==> src/rtl/x86_fetch_pkg.sv <==
// Shared constants and types for the x86 fetch front end (prefetch queue and decoder).
package x86_fetch_pkg;

    localparam int BYTE_W          = 8;
    localparam int MAX_INSTR_BYTES = 4;
    localparam int FETCH_BYTES     = 4;

    typedef logic [BYTE_W-1:0] byte_t;

endpackage : x86_fetch_pkg

==> src/rtl/instr_byte_queue.sv <==
// Byte-granular prefetch queue: accepts 32-bit fetch words and presents the next
// four instruction bytes, aligned to the current instruction start, to the decoder.
module instr_byte_queue
    import x86_fetch_pkg::*;
#(
    parameter int          DEPTH    = 16,
    parameter logic [31:0] RESET_PC = 32'h0000_0000
) (
    input  logic                       i_clk,
    input  logic                       i_reset,
    input  logic [31:0]                i_mem_data,
    input  logic                       i_mem_valid,
    output logic                       o_mem_ready,
    output logic [31:0]                o_window,
    output logic                       o_ready,
    input  logic [2:0]                 i_consume_len,
    input  logic                       i_flush,
    input  logic [31:0]                i_flush_pc,
    output logic [31:0]                o_pc,
    output logic [$clog2(DEPTH):0]     o_count,
    output logic                       o_error
);

    localparam int PW = $clog2(DEPTH);
    localparam int CW = PW + 1;

    byte_t           mem_r [DEPTH];
    logic [PW-1:0]   head_r;
    logic [PW-1:0]   tail_r;
    logic [CW-1:0]   count_r;
    logic [31:0]     pc_r;
    logic            error_r;

    logic [CW-1:0]   free_s;
    logic            mem_ready_s;
    logic            push_s;
    logic            consume_s;
    logic            illegal_s;
    logic [CW-1:0]   count_nxt_s;
    logic [31:0]     window_s;

    // Push/consume qualification, all decided on the pre-update count.
    always_comb begin
        free_s      = CW'(DEPTH) - count_r;
        mem_ready_s = (free_s >= CW'(FETCH_BYTES));
        push_s      = i_mem_valid && mem_ready_s;
        if ((i_consume_len != 3'd0) &&
            (i_consume_len <= 3'(MAX_INSTR_BYTES)) &&
            (CW'(i_consume_len) <= count_r)) begin
            consume_s = 1'b1;
        end else begin
            consume_s = 1'b0;
        end
        illegal_s   = (i_consume_len != 3'd0) && !consume_s;
        count_nxt_s = count_r
                    + (push_s    ? CW'(FETCH_BYTES)   : CW'(0))
                    - (consume_s ? CW'(i_consume_len) : CW'(0));
    end

    // Head-aligned window; bytes beyond count are stale storage.
    always_comb begin
        window_s = 32'h0000_0000;
        for (int k = 0; k < MAX_INSTR_BYTES; k++) begin
            window_s[BYTE_W*k +: BYTE_W] = mem_r[head_r + PW'(k)];
        end
    end

    // Queue state: reset beats flush, flush beats push and consume.
    always_ff @(posedge i_clk) begin
        if (i_reset) begin
            head_r  <= '0;
            tail_r  <= '0;
            count_r <= '0;
            pc_r    <= RESET_PC;
            error_r <= 1'b0;
            for (int i = 0; i < DEPTH; i++) begin
                mem_r[i] <= 8'h00;
            end
        end else if (i_flush) begin
            head_r  <= '0;
            tail_r  <= '0;
            count_r <= '0;
            pc_r    <= i_flush_pc;
            error_r <= 1'b0;
        end else begin
            if (push_s) begin
                for (int k = 0; k < FETCH_BYTES; k++) begin
                    mem_r[tail_r + PW'(k)] <= i_mem_data[BYTE_W*k +: BYTE_W];
                end
                tail_r <= tail_r + PW'(FETCH_BYTES);
            end
            if (consume_s) begin
                head_r <= head_r + PW'(i_consume_len);
                pc_r   <= pc_r + 32'(i_consume_len);
            end
            count_r <= count_nxt_s;
            error_r <= illegal_s;
        end
    end

    assign o_mem_ready = mem_ready_s;
    assign o_window    = window_s;
    assign o_ready     = (count_r >= CW'(MAX_INSTR_BYTES));
    assign o_pc        = pc_r;
    assign o_count     = count_r;
    assign o_error     = error_r;

endmodule : instr_byte_queue
==> config.mk <==
export PLATFORM = sky130hd
export DESIGN_NAME = instr_byte_queue
export DESIGN_NICKNAME = d
export VERILOG_FILES = /design/src/rtl/x86_fetch_pkg.sv /design/src/rtl/instr_byte_queue.sv
export SDC_FILE = /design/constraint.sdc
export NUM_CORES = 1
export LEC_CHECK = 0
export ABC_AREA = 0
export CAP_MARGIN = 20
export CORE_UTILIZATION = 60
export CTS_CLUSTER_DIAMETER = 80
export DETAILED_ROUTE_END_ITERATION = 10
export PLACE_DENSITY = 0.91
export SETUP_SLACK_MARGIN = 0.05
export SKIP_LAST_GASP = 1
export SYNTH_ARGS = -nofsm -noshare
export SYNTH_HDL_FRONTEND = slang
export SYNTH_SLANG_ARGS = --single-unit
export TNS_END_PERCENT = 10
==> constraint.sdc <==
create_clock -name i_clk -period 9.32 [get_ports i_clk]
set_clock_uncertainty 0.05 [all_clocks]
set_input_delay 1.864 -clock i_clk [delete_from_list [all_inputs] [get_ports i_clk]]
set_output_delay 1.864 -clock i_clk [all_outputs]
set_load 0.02 [all_outputs]
==> out/qor.txt <==
CP endpoint kind - output pin
Yosys warning count - 0
Post-CTS Hold Fix Bufs - 0
CP bufs+invs - 4
Post-Syn Area - 11800 um^2
Hold_ws - 504 ps
PnR worst setup slack - 3210 ps
CTS tree - yes
Post-cts sizing count - 0
Initial antenna violation count - 1
GP Congestion - 0.882
Fin. Hold Viols - 0
Synth Area in Compound Gates - 0.0598
CTS Buffer Depth - 2
Max-cap violations - 0
Switching power - 0.893 mW
Sequential cell area - 4810 um^2
Pre-antenna DRT Iters - 8
Run status - complete, but fails checks
CP Max Fanout - 64
Synthesized flop and latch total - 176
Layout area overhead - 18.5%
Power per cell area - 188 nW/um^2
Multiplexer area fraction after synthesis - 0.307
Simple-gate portion of the synthesized area - 0.140
Slowest-stage cell, CP - buf_4
Detail Placement HPWL - 21.1 mm
Worst min-delay path class - reg -> reg
Clock transition at path regs - 70 ps
CP Data Required Time - 7410 ps
TNS Setup - 0 ps
Die area - 20200 um^2
Core Box Area - 19000 um^2
Die width - 142 um
EDFF count, synth - 128
Sw frac - 0.341
Worst slew pin tran - 1150 ps
Core Rows - 50
Syn Nets - 972
Ports - 143
VDD IR max - 0.000135 V
Initial drt markers - 1046
Fin. max-slew vios - 0
DRC Markers - 1
Clock share of power - 0.279
Post-Synth Adder-Cell Area - 0.0323
Vias in the first global route - 9390
Main synth FF type - edfxtp_1
Die Y-Extent - 142 um
Critical Setup Path Class - reg -> out
Largest family of logic cells by synthesized area - multiplexers
WL final - 34.0 mm
Mean area per synthesized cell - 13.5 um^2
Worst setup SP type - register
Worst path arrival time - 4190 ps
R2R depth - 13
Post-layout minimum cycle time - 6110 ps
Starting Density - 0.621
Worst R2R Setup Slack - 5590 ps
Cells along the critical path - buf_4 > inv_1 > ha_2 > buf_4 > mux4_2 > mux4_2 > clkdlybuf4s50_1
Layout Cells excl Fill - 1245
Fillers - 1119
PortBufs - 142
Seq/Total Area, Yosys - 0.408
Sequential power share - 0.369
Pre-CTS setup slack - 3550 ps
H-tree Lvls - 4
Gate Count Post-Synth - 873
Antenna cell count - 0
Max_slew headroom - 0.230
Setup-failing EPs final - 0
Yosys cell types - 64
Clk Latency, worst-skew pair - 440 ps
Setup bufs post-CTS - 0
Failing checks - DRC
Root Driver - clkbuf_16
Multi-input logic area - 6470 um^2
Design Power - 2.61 mW
Cts bufs inserted - 17
Largest net degree at the start of global routing - 96
CP Depth - 7
RSZ-0062 raised after global routing - no
Tot GR Track Use - 0.353
Async SR Flop Fraction - 0
First-pass GRT wire length - 52.8 mm
Final ANT Viol Nets - 0
Layout cells sized above 1 - 0.240
GRT overflow - 0
# clock sinks - 176
Vias - 9249
Final nets - 1071
Cell count after placement - 1211
CP peak stage delay - 690 ps
Drt via density - 7.43
XOR/XNOR share of the synthesized area - 0.0100
Lkg Pwr - 5.18 nW
Final period utilization - 0.655
Wire length per cell - 27.3 um
Top Family by Delay on Critical Path - buffers and inverters
Fmax - 164 MHz
Internal power - 1.72 mW
Comb pwr share - 0.352
Hold Path Depth - 2
-- metrics by stage --
step                      cell area [um^2]  utilization
after floorplan                      11800            -
after global placement               13300        0.702
after detailed placement             13300        0.702
after CTS                            13900        0.733
after global routing                 13900        0.735
final                                13900        0.735
-- power by group through the flow --
| stage | combinational [mW] | clock [mW] | sequential, mW |
|---|---|---|---|
| final | 0.921 | 0.730 | 0.963 |
| after global routing | 0.964 | 0.755 | 0.971 |
| after CTS | 0.906 | 0.729 | 0.960 |
| after detailed placement | 0.895 | 0 | 0.975 |
| after global placement | 0.864 | 0 | 0.968 |
| after floorplan | 0.597 | 0 | 0.964 |
-- layout make-up --
| cell class | instances | area share |
|---|---|---|
| clock buffers | 17 | 0.0305 |
| clock inverters | 15 | 0.0120 |
| inverters | 35 | 0.00943 |
| multi-input cells | 579 | 0.464 |
| flip-flops and latches | 176 | 0.345 |
| well taps | 260 | 0.0233 |
| repair buffers | 163 | 0.115 |
-- routing by layer --
layer,track usage,vias to the layer above,part of all wire
met3,0.0824,150,0.11
met2,0.576,789,0.50
met4,0.190,0,0.050
met5,0,-,0
met1,0.440,4510,0.34
li1,-,3800,-
-- path summary, 6_finish.rpt --
kind | to | start
worst max-delay path | o_window[12] | head_r[1]
worst max register to register | o_count[4] | o_count[1]
worst min-delay path | o_pc[0] | o_pc[0]
worst min register to register | o_pc[0] | o_pc[0]
-- logic make-up after synthesis --
logic type / after synthesis
and+or+nand+nor: 285
DFF: 176
muxes: 161
buffers and inverters: 118
AOI/OAI and AO/OA: 95
adders and majority gates: 28
xor gates and xnor gates: 10
-- cell usage after synthesis, types with 8 or more instances --
library cell	number	area (um^2)
a21o_1	9	67.6
a21oi_1	19	95.1
a311oi_1	13	114
and3_1	132	826
buf_2	26	130
clkbuf_1	50	188
dfxtp_1	48	961
edfxtp_1	128	3840
ha_1	24	300
inv_1	32	120
mux4_2	160	3600
nand2_1	38	143
nand3_1	13	65.1
nand4_1	14	87.6
nor2_1	32	120
nor4_1	8	50.1
o31ai_1	15	113
or4_1	10	75.1
-- placed cells by master (no fill, tap or decap), types with 5 or more instances in the layout --
master,Yosys,final
or3_1,5,5
edfxtp_1,128,128
o31ai_1,15,15
nand4_1,14,14
a21oi_1,19,19
o211ai_1,6,6
nor2_1,32,31
a21o_1,9,9
nor4_1,8,8
buf_4,2,19
dfxtp_1,48,46
o311a_1,5,5
nand2_1,38,38
ha_1,24,23
inv_8,0,8
or4_1,10,10
inv_1,32,32
clkbuf_16,0,17
nor3_1,5,5
clkdlybuf4s50_1,0,142
mux4_2,160,160
a311oi_1,13,13
nand3_1,13,13
and3_1,132,132
-- flip-flops by register name, indices dropped and copies added (netlist names), named ones only --
| name | cells |
|---|---|
| tail_r | 2 |
| mem_r | 128 |
| head_r | 4 |
| o_error | 1 |
| o_pc | 32 |
| o_count | 5 |
-- worst register-to-register path, cell delays in order (launching register included) --
cell	delay, ps
dfxtp_1	420
inv_2	60
ha_1	290
and4b_1	210
a32oi_1	260
o21a_2	730
nor2_1	140
fa_1	570
inv_1	60
ha_1	290
a21o_1	170
a21oi_1	180
xnor2_1	150
nor2_1	50
Power figures use the tool's default switching activity.
